$ cat src/rtl/rv_multicycle_ctrl_pkg.sv
// Shared definitions for the RV32I multi-cycle controller: opcodes, FSM states,
// trap causes, ALU class codes and the decoded control bundle.
package riscv_pkg;

  localparam logic [6:0] OPC_LUI    = 7'b0110111;
  localparam logic [6:0] OPC_AUIPC  = 7'b0010111;
  localparam logic [6:0] OPC_JAL    = 7'b1101111;
  localparam logic [6:0] OPC_JALR   = 7'b1100111;
  localparam logic [6:0] OPC_BRANCH = 7'b1100011;
  localparam logic [6:0] OPC_LOAD   = 7'b0000011;
  localparam logic [6:0] OPC_STORE  = 7'b0100011;
  localparam logic [6:0] OPC_OPIMM  = 7'b0010011;
  localparam logic [6:0] OPC_OP     = 7'b0110011;

  localparam logic [2:0] ALU_ADD   = 3'b000;
  localparam logic [2:0] ALU_BR    = 3'b001;
  localparam logic [2:0] ALU_R     = 3'b010;
  localparam logic [2:0] ALU_I     = 3'b011;
  localparam logic [2:0] ALU_JMP   = 3'b100;
  localparam logic [2:0] ALU_IMM   = 3'b101;
  localparam logic [2:0] ALU_AUIPC = 3'b110;

  typedef enum logic [2:0] {
    S_FETCH   = 3'd0,
    S_DECODE  = 3'd1,
    S_EXECUTE = 3'd2,
    S_MEM     = 3'd3,
    S_WB      = 3'd4,
    S_TRAP    = 3'd5
  } state_e;

  typedef enum logic [1:0] {
    TRAP_NONE    = 2'b00,
    TRAP_ILLEGAL = 2'b01,
    TRAP_IMEM_TO = 2'b10,
    TRAP_DMEM_TO = 2'b11
  } trap_e;

  // is_load/is_store/wr_en steer the FSM and strobes; the rest go straight out.
  typedef struct packed {
    logic [2:0] aluop;
    logic       alusrc1;
    logic       alusrc2;
    logic       memtoreg;
    logic       lui;
    logic       pcsrc;
    logic       branch;
    logic       jump;
    logic       is_load;
    logic       is_store;
    logic       wr_en;
  } ctrl_t;

endpackage

$ cat src/rtl/rv_multicycle_ctrl_if.sv
// Instruction/data memory handshake between the controller and the memories.
interface rv_multicycle_ctrl_if #(parameter int XLEN = 32);
  logic            imem_req;
  logic            imem_ready;
  logic [XLEN-1:0] imem_rdata;
  logic            dmem_req;
  logic            dmem_ready;

  modport master (output imem_req, dmem_req, input imem_ready, imem_rdata, dmem_ready);
  modport slave  (input imem_req, dmem_req, output imem_ready, imem_rdata, dmem_ready);
endinterface

$ cat src/rtl/rv_multicycle_ctrl_decode.sv
// Combinational opcode decode into the control bundle; flags unknown opcodes.
module rv_ctrl_decode
  import riscv_pkg::*;
(
  input  logic [6:0] opcode_i,
  output ctrl_t      ctrl_o,
  output logic       illegal_o
);

  // One entry per supported opcode; anything else is illegal with a null bundle.
  always_comb begin
    ctrl_o    = '0;
    illegal_o = 1'b0;
    case (opcode_i)
      OPC_LUI:    begin ctrl_o.aluop = ALU_IMM;   ctrl_o.alusrc2 = 1'b1; ctrl_o.lui = 1'b1; ctrl_o.wr_en = 1'b1; end
      OPC_AUIPC:  begin ctrl_o.aluop = ALU_AUIPC; ctrl_o.alusrc1 = 1'b1; ctrl_o.alusrc2 = 1'b1; ctrl_o.wr_en = 1'b1; end
      OPC_JAL:    begin ctrl_o.aluop = ALU_JMP;   ctrl_o.alusrc1 = 1'b1; ctrl_o.alusrc2 = 1'b1;
                        ctrl_o.jump = 1'b1; ctrl_o.wr_en = 1'b1; end
      OPC_JALR:   begin ctrl_o.aluop = ALU_JMP;   ctrl_o.alusrc2 = 1'b1; ctrl_o.pcsrc = 1'b1;
                        ctrl_o.jump = 1'b1; ctrl_o.wr_en = 1'b1; end
      OPC_BRANCH: begin ctrl_o.aluop = ALU_BR;    ctrl_o.branch = 1'b1; end
      OPC_LOAD:   begin ctrl_o.aluop = ALU_ADD;   ctrl_o.alusrc2 = 1'b1; ctrl_o.memtoreg = 1'b1;
                        ctrl_o.is_load = 1'b1; ctrl_o.wr_en = 1'b1; end
      OPC_STORE:  begin ctrl_o.aluop = ALU_ADD;   ctrl_o.alusrc2 = 1'b1; ctrl_o.is_store = 1'b1; end
      OPC_OPIMM:  begin ctrl_o.aluop = ALU_I;     ctrl_o.alusrc2 = 1'b1; ctrl_o.wr_en = 1'b1; end
      OPC_OP:     begin ctrl_o.aluop = ALU_R;     ctrl_o.wr_en = 1'b1; end
      default:    illegal_o = 1'b1;
    endcase
  end

endmodule

$ cat src/rtl/rv_multicycle_ctrl.sv
// Multi-cycle RV32I control sequencer: FETCH/DECODE/EXECUTE/MEM/WB with a
// sticky TRAP state, memory wait timeout and cycle/retired counters.
module rv_multicycle_ctrl
  import riscv_pkg::*;
#(
  parameter int XLEN    = 32,
  parameter int CNT_W   = 32,
  parameter int TIMEOUT = 16,
  parameter int TO_W    = 8
) (
  input  logic             clk,
  input  logic             rst,
  input  logic             run,
  rv_multicycle_ctrl_if.master mem,
  output logic [XLEN-1:0]  ir,
  output logic             pc_we,
  output logic             regwrite,
  output logic             memread,
  output logic             memwrite,
  output logic [2:0]       aluop,
  output logic             alusrc1,
  output logic             alusrc2,
  output logic             memtoreg,
  output logic             lui,
  output logic             pcsrc,
  output logic             branch,
  output logic             jump,
  output logic [2:0]       state_out,
  output logic             halted,
  output logic [1:0]       trap_cause,
  output logic [CNT_W-1:0] cycle_cnt,
  output logic [CNT_W-1:0] instret_cnt
);

  localparam logic [TO_W-1:0] TO_LAST = (TIMEOUT > 0) ? TO_W'(TIMEOUT - 1) : '0;

  state_e           state_q, state_d;
  logic [XLEN-1:0]  ir_q, ir_d;
  ctrl_t            ctrl_q, ctrl_d, dec_ctrl;
  logic             dec_illegal;
  trap_e            cause_q, cause_d;
  logic [TO_W-1:0]  wait_q, wait_d;
  logic             issued_q, issued_d;
  logic [CNT_W-1:0] cyc_q, ret_q;
  logic             ireq, dreq, timeout_hit;

  rv_ctrl_decode u_dec (
    .opcode_i  (ir_q[6:0]),
    .ctrl_o    (dec_ctrl),
    .illegal_o (dec_illegal)
  );

  // Hitting the last allowed wait cycle with ready still low is a timeout.
  assign timeout_hit = (TIMEOUT > 0) && (wait_q == TO_LAST);

  // Next state, handshake requests and one-cycle strobes.
  always_comb begin
    state_d  = state_q;
    ir_d     = ir_q;
    cause_d  = cause_q;
    issued_d = 1'b0;
    ireq     = 1'b0;
    dreq     = 1'b0;
    pc_we    = 1'b0;
    regwrite = 1'b0;
    memread  = 1'b0;
    memwrite = 1'b0;
    case (state_q)
      S_FETCH: begin
        // Once issued the request no longer depends on run; rst gating keeps
        // it low while reset is held even though state already reads FETCH.
        ireq = (run | issued_q) & rst;
        if (ireq) begin
          if (mem.imem_ready) begin
            ir_d    = mem.imem_rdata;
            state_d = S_DECODE;
          end else if (timeout_hit) begin
            state_d = S_TRAP;
            cause_d = TRAP_IMEM_TO;
          end else begin
            issued_d = 1'b1;
          end
        end
      end
      S_DECODE: begin
        if (dec_illegal) begin
          state_d = S_TRAP;
          cause_d = TRAP_ILLEGAL;
        end else begin
          state_d = S_EXECUTE;
        end
      end
      S_EXECUTE: state_d = (ctrl_q.is_load | ctrl_q.is_store) ? S_MEM : S_WB;
      S_MEM: begin
        dreq     = 1'b1;
        memread  = ctrl_q.is_load;
        memwrite = ctrl_q.is_store;
        if (mem.dmem_ready) begin
          state_d = S_WB;
        end else if (timeout_hit) begin
          state_d = S_TRAP;
          cause_d = TRAP_DMEM_TO;
        end
      end
      S_WB: begin
        pc_we    = 1'b1;
        regwrite = ctrl_q.wr_en;
        state_d  = S_FETCH;
      end
      default: state_d = S_TRAP;
    endcase
  end

  // Wait counter clears on any state change, counts cycles spent stalled.
  always_comb begin
    wait_d = wait_q;
    if (state_d != state_q)
      wait_d = '0;
    else if ((ireq & ~mem.imem_ready) | (dreq & ~mem.dmem_ready))
      wait_d = wait_q + 1'b1;
  end

  // Control bundle is captured at DECODE and held only while in EXECUTE..WB.
  always_comb begin
    ctrl_d = '0;
    if (state_d inside {S_EXECUTE, S_MEM, S_WB})
      ctrl_d = (state_q == S_DECODE) ? dec_ctrl : ctrl_q;
  end

  // State, IR, control, wait and counter registers.
  always_ff @(posedge clk or negedge rst) begin
    if (!rst) begin
      state_q  <= S_FETCH;
      ir_q     <= '0;
      ctrl_q   <= '0;
      cause_q  <= TRAP_NONE;
      wait_q   <= '0;
      issued_q <= 1'b0;
      cyc_q    <= '0;
      ret_q    <= '0;
    end else begin
      state_q  <= state_d;
      ir_q     <= ir_d;
      ctrl_q   <= ctrl_d;
      cause_q  <= cause_d;
      wait_q   <= wait_d;
      issued_q <= issued_d;
      if (state_q != S_TRAP) cyc_q <= cyc_q + CNT_W'(1);
      if (state_q == S_WB)   ret_q <= ret_q + CNT_W'(1);
    end
  end

  assign mem.imem_req  = ireq;
  assign mem.dmem_req  = dreq;
  assign ir            = ir_q;
  assign aluop         = ctrl_q.aluop;
  assign alusrc1       = ctrl_q.alusrc1;
  assign alusrc2       = ctrl_q.alusrc2;
  assign memtoreg      = ctrl_q.memtoreg;
  assign lui           = ctrl_q.lui;
  assign pcsrc         = ctrl_q.pcsrc;
  assign branch        = ctrl_q.branch;
  assign jump          = ctrl_q.jump;
  assign state_out     = state_q;
  assign halted        = (state_q == S_TRAP);
  assign trap_cause    = cause_q;
  assign cycle_cnt     = cyc_q;
  assign instret_cnt   = ret_q;

endmodule

$ cat src/flat_wrapper.sv
// flat-port wrapper written by rule: the top's interface ports become plain ports
module rv_multicycle_ctrl_flat import riscv_pkg::*;
#(
  parameter int XLEN    = 32,
  parameter int CNT_W   = 32,
  parameter int TIMEOUT = 16,
  parameter int TO_W    = 8
)
  (clk, rst, run, ir, pc_we, regwrite, memread, memwrite, aluop, alusrc1, alusrc2, memtoreg, lui, pcsrc, branch, jump, state_out, halted, trap_cause, cycle_cnt, instret_cnt, mem_imem_req, mem_dmem_req, mem_imem_ready, mem_imem_rdata, mem_dmem_ready);
  rv_multicycle_ctrl_if #(.XLEN(XLEN)) mem_i ();
  input  logic clk;
  input  logic rst;
  input  logic run;
  output logic [XLEN-1:0] ir;
  output logic pc_we;
  output logic regwrite;
  output logic memread;
  output logic memwrite;
  output logic [2:0] aluop;
  output logic alusrc1;
  output logic alusrc2;
  output logic memtoreg;
  output logic lui;
  output logic pcsrc;
  output logic branch;
  output logic jump;
  output logic [2:0] state_out;
  output logic halted;
  output logic [1:0] trap_cause;
  output logic [CNT_W-1:0] cycle_cnt;
  output logic [CNT_W-1:0] instret_cnt;
  output wire logic [$bits(mem_i.imem_req)-1:0] mem_imem_req;
  output wire logic [$bits(mem_i.dmem_req)-1:0] mem_dmem_req;
  input wire logic [$bits(mem_i.imem_ready)-1:0] mem_imem_ready;
  input wire logic [$bits(mem_i.imem_rdata)-1:0] mem_imem_rdata;
  input wire logic [$bits(mem_i.dmem_ready)-1:0] mem_dmem_ready;
  assign mem_imem_req = mem_i.imem_req;
  assign mem_dmem_req = mem_i.dmem_req;
  assign mem_i.imem_ready = mem_imem_ready;
  assign mem_i.imem_rdata = mem_imem_rdata;
  assign mem_i.dmem_ready = mem_dmem_ready;
  rv_multicycle_ctrl #(.XLEN(XLEN), .CNT_W(CNT_W), .TIMEOUT(TIMEOUT), .TO_W(TO_W)) u_core (.clk(clk), .rst(rst), .run(run), .mem(mem_i), .ir(ir), .pc_we(pc_we), .regwrite(regwrite), .memread(memread), .memwrite(memwrite), .aluop(aluop), .alusrc1(alusrc1), .alusrc2(alusrc2), .memtoreg(memtoreg), .lui(lui), .pcsrc(pcsrc), .branch(branch), .jump(jump), .state_out(state_out), .halted(halted), .trap_cause(trap_cause), .cycle_cnt(cycle_cnt), .instret_cnt(instret_cnt));
endmodule
$ cat config.mk
export PLATFORM = sky130hd
export DESIGN_NAME = rv_multicycle_ctrl_flat
export DESIGN_NICKNAME = d
export VERILOG_FILES = /design/src/rtl/rv_multicycle_ctrl_pkg.sv /design/src/rtl/rv_multicycle_ctrl_if.sv /design/src/rtl/rv_multicycle_ctrl_decode.sv /design/src/rtl/rv_multicycle_ctrl.sv /design/src/flat_wrapper.sv
export SDC_FILE = /design/constraint.sdc
export NUM_CORES = 1
export LEC_CHECK = 0
export CAP_MARGIN = 5
export CORE_MARGIN = 2
export CORE_UTILIZATION = 41
export CTS_BUF_LIST = sky130_fd_sc_hd__clkbuf_8
export DETAILED_ROUTE_END_ITERATION = 10
export DONT_BUFFER_PORTS = 1
export GPL_TIMING_DRIVEN = 0
export PLACE_DENSITY = 0.52
export SLEW_MARGIN = 20
export SYNTH_ARGS = -nofsm -noshare
export SYNTH_HDL_FRONTEND = slang
export SYNTH_SLANG_ARGS = --single-unit
$ cat constraint.sdc
create_clock -name clk -period 2.45 [get_ports clk]
set_clock_uncertainty 0.15 [all_clocks]
set_input_delay 0.3675 -clock clk [delete_from_list [all_inputs] [get_ports clk]]
set_output_delay 0.3675 -clock clk [all_outputs]
set_load 0.05 [all_outputs]
Yosys cells after proc, flatten, opt, wreduce, memory -nomap -nowiden
Index checks and enable logic that the tools add are counted.
{"block": "op_classes", "bitwise": 8, "n_mux": 38, "reduce_logical": 11, "n_eq_ne": 27, "n_addsub": 3}
{"op": "32-bit by 1-bit adder with 32-bit output, second input constant", "n": 2}
{"op": "13-bit two-way mux", "n": 2}
{"op": "7-bit by 6-bit equality test with 1-bit output, second input constant", "n": 3}
{"op": "7-bit equality test, second input constant", "n": 3}
{"op": "1-bit two-way mux", "n": 19}
{"op": "3-bit two-way mux", "n": 6}
{"op": "3-bit one-hot mux with 6 select lines", "n": 1}
{"op": "8-bit two-way mux", "n": 2}
{"op": "3-bit one-hot mux with 5 select lines", "n": 1}
{"op": "7-bit by 5-bit equality test with 1-bit output, second input constant", "n": 2}
{"op": "7-bit OR reduction", "n": 2}
{"op": "3-bit by 2-bit equality test with 1-bit output, second input constant", "n": 4}
{"op": "2-bit two-way mux", "n": 6}
{"op": "3-bit equality test, second input constant", "n": 3}
{"op": "9-bit OR reduction", "n": 1}
{"op": "8-bit by 1-bit adder with 8-bit output, second input constant", "n": 1}
{"op": "8-bit by 4-bit equality test with 1-bit output, second input constant", "n": 1}
{"op": "2-bit != test, second input constant", "n": 4}
{"op": "7-bit by 2-bit equality test with 1-bit output, second input constant", "n": 1}
{"op": "7-bit AND reduction", "n": 1}
{"op": "2-bit by 1-bit != test with 1-bit output, second input constant", "n": 3}
{"op": "2-bit one-hot mux with 3 select lines", "n": 1}
{"op": "3-bit nonzero test", "n": 2}
{"op": "2-bit OR reduction", "n": 2}
{"op": "other kinds (9)", "n": 14}
{"block": "totals", "in_bits": 37, "reg_bits": 123, "wordCells": 105}

Logic depth before layout (Yosys ltp)
{"block": "logic_depth", "depth_word": 8, "depth_mapped": 8}

Cells and area by module
From an unflattened synthesis, not the netlist that was laid out.
{"block": "unflattened", "cells_unflattened": 521, "area_unflattened_um2": 5743.0}
{"module": "rv_multicycle_ctrl", "area_each_um2": 5505.3, "cells_each": 481, "instances": 1, "seq_area_each_um2": 3078.0}
{"module": "rv_ctrl_decode", "area_each_um2": 237.7, "cells_each": 40, "instances": 1, "seq_area_each_um2": 0.0}

Worst setup path before layout
No wires, ideal clock.
{"block": "synth_timing", "kind": "reg-to-reg", "from": "register u_core.state_q[0], in the netlist u_core.state_out[0]", "to": "register u_core.ret_q[28], in the netlist u_core.instret_cnt[28]", "slack_ns": -0.523, "setup_time_ns": 0.141, "path_stages_with_launch": 7, "t_required_ns": 2.159, "t_arrival_ns": 2.682, "path_buffers": 1, "period_less_slack_ns": 2.973, "path_cell_list": "dfrtp_1 -> buf_6 -> nor3b_2 -> nand2_2 -> nor4_4 -> nand4_1 -> xnor2_1"}
{"block": "synth_between", "elab_chain_cells": 1}
{"element": "start: declaration", "line": "rv_multicycle_ctrl.sv:37", "text": "state_e state_q, state_d;"}
{"element": "start signal: assignment", "line": "rv_multicycle_ctrl.sv:142", "text": "state_q <= state_d;"}
{"element": "3-bit equality test", "line": "rv_multicycle_ctrl.sv:149", "text": "if (state_q == S_WB) ret_q <= ret_q + CNT_W'(1);"}
{"element": "end signal: assignment", "line": "rv_multicycle_ctrl.sv:149"}
{"element": "end: declaration", "line": "rv_multicycle_ctrl.sv:44", "text": "logic [CNT_W-1:0] cyc_q, ret_q;"}
No other way between the ends.
A chain may end at the register's enable or synchronous reset.

Final worst setup path
{"block": "layout_timing", "from": "register u_core.state_q[0], in the netlist u_core.state_out[0]", "to": "register u_core.ir_q[31], in the netlist u_core.ir[31]"}
{"block": "layout_between", "elab_chain_cells": 2}
{"element": "3-bit logical NOT", "line": "rv_multicycle_ctrl.sv:68", "text": "case (state_q)"}
{"element": "3-bit AND reduction (no source line)"}
{"element": "end signal: assignment", "line": "rv_multicycle_ctrl.sv:143", "text": "ir_q <= ir_d;"}
{"element": "end: declaration", "line": "rv_multicycle_ctrl.sv:38", "text": "logic [XLEN-1:0] ir_q, ir_d;"}
No other way between the ends.

==> flow_results.xml <==
<?xml version="1.0" encoding="UTF-8"?>
<metrics>
  <group name="placement">
    <metric name="finalWeightedCongestion" unit="">0.840</metric>
    <metric name="placedInstanceArea" unit="sq mm">0.00587</metric>
    <metric name="dpl.cell_count" unit="">669</metric>
    <metric name="detailedPlacementHpwl" unit="microns">8490</metric>
    <metric name="dp_slack" unit="ns">-0.373</metric>
    <metric name="portBuffers" unit="">0</metric>
  </group>
  <group name="sta">
    <metric name="final.hold.worst_slack" unit="ns">-0.529</metric>
    <metric name="max_slew_margin" unit="%">41.3</metric>
    <metric name="setup_viol_count_final" unit="">58</metric>
    <metric name="worst_slew_pin_slew" unit="ns">0.880</metric>
    <metric name="finalWorstSetupSlack" unit="ns">-0.338</metric>
    <metric name="post-route-min-period" unit="ns">2.79</metric>
    <metric name="setup_repair_after_global_routing_missed_its_margin" unit="">yes</metric>
    <metric name="achievable-frequency" unit="MHz">359</metric>
    <metric name="finalMaxSlewViolations" unit="">0</metric>
    <metric name="report.final.hold_viol_count" unit="">122</metric>
    <metric name="tcrit_tclk_final" unit="%">114</metric>
  </group>
  <group name="grt">
    <metric name="grt_pass1_vias" unit="">4201</metric>
    <metric name="grt_max_degree" unit="">124</metric>
    <metric name="grt.overflow.total" unit="">0</metric>
    <metric name="antenna_found_initial" unit="">0</metric>
    <metric name="grt_util_all_layers" unit="%">19.2</metric>
    <metric name="first_pass_grt_wire_length" unit="microns">21800</metric>
  </group>
  <group name="critical_path">
    <metric name="cp_top_family" unit="">simple AND/OR/NAND/NOR gates</metric>
    <metric name="crit_path_cell_trace" unit="">buf_8 &gt; buf_4 &gt; or2_4 &gt; nor3_4 &gt; nand2_4 &gt; buf_12 &gt; buf_6 &gt; buf_16 &gt; mux2_2</metric>
    <metric name="slowest_stage" unit="">nor3_4</metric>
    <metric name="max_stage_delay" unit="ns">0.61</metric>
    <metric name="worstPathArrival" unit="ns">2.96</metric>
    <metric name="worstSetupPathType" unit="">flop to flop</metric>
    <metric name="required" unit="ns">2.62</metric>
    <metric name="worst-path-max-fanout" unit="">6</metric>
    <metric name="startpoint_types" unit="">flop</metric>
    <metric name="endpoint_kind" unit="">flop</metric>
    <metric name="path_buf_inv" unit="">5</metric>
  </group>
  <group name="drt">
    <metric name="wl_met3" unit="microns">988</metric>
    <metric name="routed_vias" unit="">4045</metric>
    <metric name="highest-signal-layer" unit="">met4</metric>
    <metric name="first_pass_iters" unit="">4</metric>
    <metric name="drt-initial-drc-count" unit="">208</metric>
    <metric name="wl_met2" unit="microns">6590</metric>
    <metric name="number_of_drc_violations_after_detailed_routing" unit="">0</metric>
    <metric name="wl_met1" unit="microns">5540</metric>
    <metric name="wl" unit="microns">13400</metric>
    <metric name="post_drt_via_cell_ratio" unit="">5.29</metric>
    <metric name="detail-route-antenna-nets" unit="">0</metric>
    <metric name="detail_route.wl_per_cell" unit="microns">17.6</metric>
  </group>
  <group name="clocking">
    <metric name="clk-insertion-delay-late" unit="ns">0.44</metric>
    <metric name="library_cell_used_as_clock_root_buffer" unit="">clkbuf_8</metric>
    <metric name="cts.clk_slew.worst_paths" unit="ns">0.07</metric>
    <metric name="numClockSinks" unit="">122</metric>
    <metric name="cts_buffers" unit="">17</metric>
    <metric name="ctsHoldBuffers" unit="">32</metric>
    <metric name="max-clock-path-buffers" unit="">2</metric>
    <metric name="tritoncts_clock_tree" unit="">yes</metric>
    <metric name="clock_h_tree_levels" unit="">4</metric>
  </group>
  <group name="floorplanning">
    <metric name="die_h" unit="microns">121</metric>
    <metric name="top_level_ports" unit="">155</metric>
    <metric name="num_rows" unit="">42</metric>
    <metric name="die_area" unit="sq mm">0.0146</metric>
    <metric name="floorplan.die.width" unit="microns">121</metric>
    <metric name="fp.coreArea" unit="sq mm">0.0133</metric>
    <metric name="start_util" unit="%">42.1</metric>
  </group>
  <group name="synthesis">
    <metric name="postSynth.asyncResetShare" unit="%">100</metric>
    <metric name="synth_top_cell_area_share" unit="%">54.5</metric>
    <metric name="post_synth_xor_area_fraction" unit="%">10.8</metric>
    <metric name="synth_compound_area_share" unit="%">5.65</metric>
    <metric name="synthesis.instances" unit="">493</metric>
    <metric name="ys.warnings.count" unit="">0</metric>
    <metric name="synth_simple_gate_area_share" unit="%">18.9</metric>
    <metric name="postSynthAreaPerCell" unit="sq um">11.4</metric>
    <metric name="ys.flop_type" unit="">dfrtp_1</metric>
    <metric name="synth_register_bits" unit="">122</metric>
    <metric name="adder_cell_share_of_the_synthesized_area" unit="%">0.670</metric>
    <metric name="syn_nets" unit="">533</metric>
    <metric name="yosys-mux-area-fraction" unit="%">6.81</metric>
    <metric name="seq_area_frac_synth" unit="%">54.5</metric>
    <metric name="synth_area_leaders" unit="">dfrtp_1, mux2_2, xnor2_1</metric>
    <metric name="synthesis.area" unit="sq mm">0.00560</metric>
    <metric name="ys_types" unit="">61</metric>
    <metric name="synth_top_family_by_area" unit="">simple AND/OR/NAND/NOR gates</metric>
    <metric name="synthMostInstantiatedCell" unit="">dfrtp_1</metric>
    <metric name="ys_top_cells_by_count" unit="">dfrtp_1, nand2_1, xnor2_1</metric>
    <metric name="synthDominantAreaCellType" unit="">dfrtp_1</metric>
    <metric name="synth-edff-count" unit="">0</metric>
  </group>
  <group name="layout">
    <metric name="fin_nets" unit="">618</metric>
    <metric name="area_delta_synth_final" unit="%">27.8</metric>
    <metric name="antennaDiodeCount" unit="">0</metric>
    <metric name="final_cell_count_no_fill" unit="">764</metric>
    <metric name="final_design_area_no_fill" unit="sq mm">0.00716</metric>
    <metric name="drive_gt1_share" unit="%">30.6</metric>
  </group>
  <group name="run_status">
    <metric name="failing_checks" unit="">negative hold slack, negative setup slack</metric>
    <metric name="outcome" unit="">complete, but fails checks</metric>
  </group>
  <group name="pwr">
    <metric name="report.power.total" unit="mW">3.93</metric>
    <metric name="ir_drop" unit="uV">341</metric>
    <metric name="power.static_leakage" unit="nW">3.36</metric>
    <metric name="total_power_density_per_cell_area" unit="mW/mm^2">550</metric>
  </group>
  <group name="flow_run">
    <metric name="drv.max_cap_violation_count" unit="">0</metric>
  </group>
  <group name="min_path">
    <metric name="hold_path_class" unit="">primary input to async pin</metric>
  </group>
</metrics>
## area by class of cell
class / count / area (sq um)
Tap cell: 176 / 220
Sequential cell: 122 / 3090
Inverter: 7 / 33.8
Multi-Input combinational cell: 345 / 2580
Buffer: 18 / 153
Clock buffer: 18 / 248
Clock inverter: 11 / 133
Fill cell: 1154 / 6140
Timing Repair Buffer: 67 / 703
## layout by cell type, fill, tap and decap left out, types with 23 or more instances in the layout
| cell type | Yosys | routed |
|---|---|---|
| nand2_1 | 48 | 47 |
| xnor2_1 | 41 | 41 |
| nand3_1 | 24 | 23 |
| dfrtp_1 | 122 | 96 |
| mux2_2 | 32 | 32 |
| xor2_1 | 28 | 28 |
| dlygate4sd3_1 | 0 | 32 |
| buf_4 | 4 | 24 |
| nor2_1 | 35 | 28 |
| dfrtp_2 | 0 | 25 |
## power breakdown
group	internal [mW]	switching, mW	leakage [nW]
registers	2.03	0.0596	1.65
clock network	0.999	0.774	0.198
logic	0.0506	0.0249	1.51
total	3.08	0.858	3.36
## final timing paths
kind,from,endpoint,slack (ns),cells after the start
worst max-delay path,u_core.state_out[0]$_DFF_PN0_,u_core.ir[31]$_DFFE_PN0P_,-0.34,9
worst max register to register,u_core.state_out[0]$_DFF_PN0_,u_core.ir[31]$_DFFE_PN0P_,-0.34,9
max in group asynchronous,rst,u_core.ir[5]$_DFFE_PN0P_,2.46,0
worst min-delay path,rst,u_core.cycle_cnt[11]$_DFFE_PN0N_,-0.53,0
worst min register to register,u_core.aluop[0]$_DFFE_PN0P_,u_core.aluop[0]$_DFFE_PN0P_,0.41,2
min in group clk,mem_dmem_ready,u_core.state_out[0]$_DFF_PN0_,0.19,4
## registers in the layout, indices dropped and copies added (netlist names)
| register | cells |
|---|---|
| u_core.alusrc1 | 1 |
| u_core.jump | 1 |
| u_core.ir | 32 |
| u_core.lui | 1 |
| u_core.ctrl_q | 2 |
| u_core.memtoreg | 1 |
| u_core.cycle_cnt | 32 |
| u_core.trap_cause | 2 |
| u_core.issued_q | 1 |
| u_core.instret_cnt | 32 |
| u_core.alusrc2 | 1 |
| u_core.state_out | 3 |
| u_core.branch | 1 |
| u_core.aluop | 3 |
| u_core.pcsrc | 1 |
| u_core.wait_q | 8 |
## stage by stage
stage,TNS [ns],utilization (%)
2_1_floorplan,-1.13,-
3_3_place_gp,-17.84,44.1
3_5_place_dp,-19.55,44.1
4_1_cts,-14.80,52.5
5_1_grt,-17.98,53.8
6_report,-12.48,53.8
## repair_timing
item,CTS,global route
gates resized for setup,55,41
buffers inserted,23,9
gates cloned,3,2
endpoints found under the setup margin,93,90
endpoints found under the hold margin,154,122
pin swaps,20,13
## logic make-up (layout without fill, tap and decap cells)
family	count (synthesis)	after routing
DFF	122	122
adders and majority gates	3	3
buffers and inverters	28	121
xor gates and xnor gates	69	69
and+or+nand+nor	195	197
muxes	34	34
AOI/OAI and AO/OA	42	42
## metal layers
layer,vias to the layer above,GRT usage (%)
met4,0,8.36
met1,1995,23.6
met5,-,0
li1,1892,-
met3,20,7.38
met2,138,29.9
(Power assumes the default switching activity.)
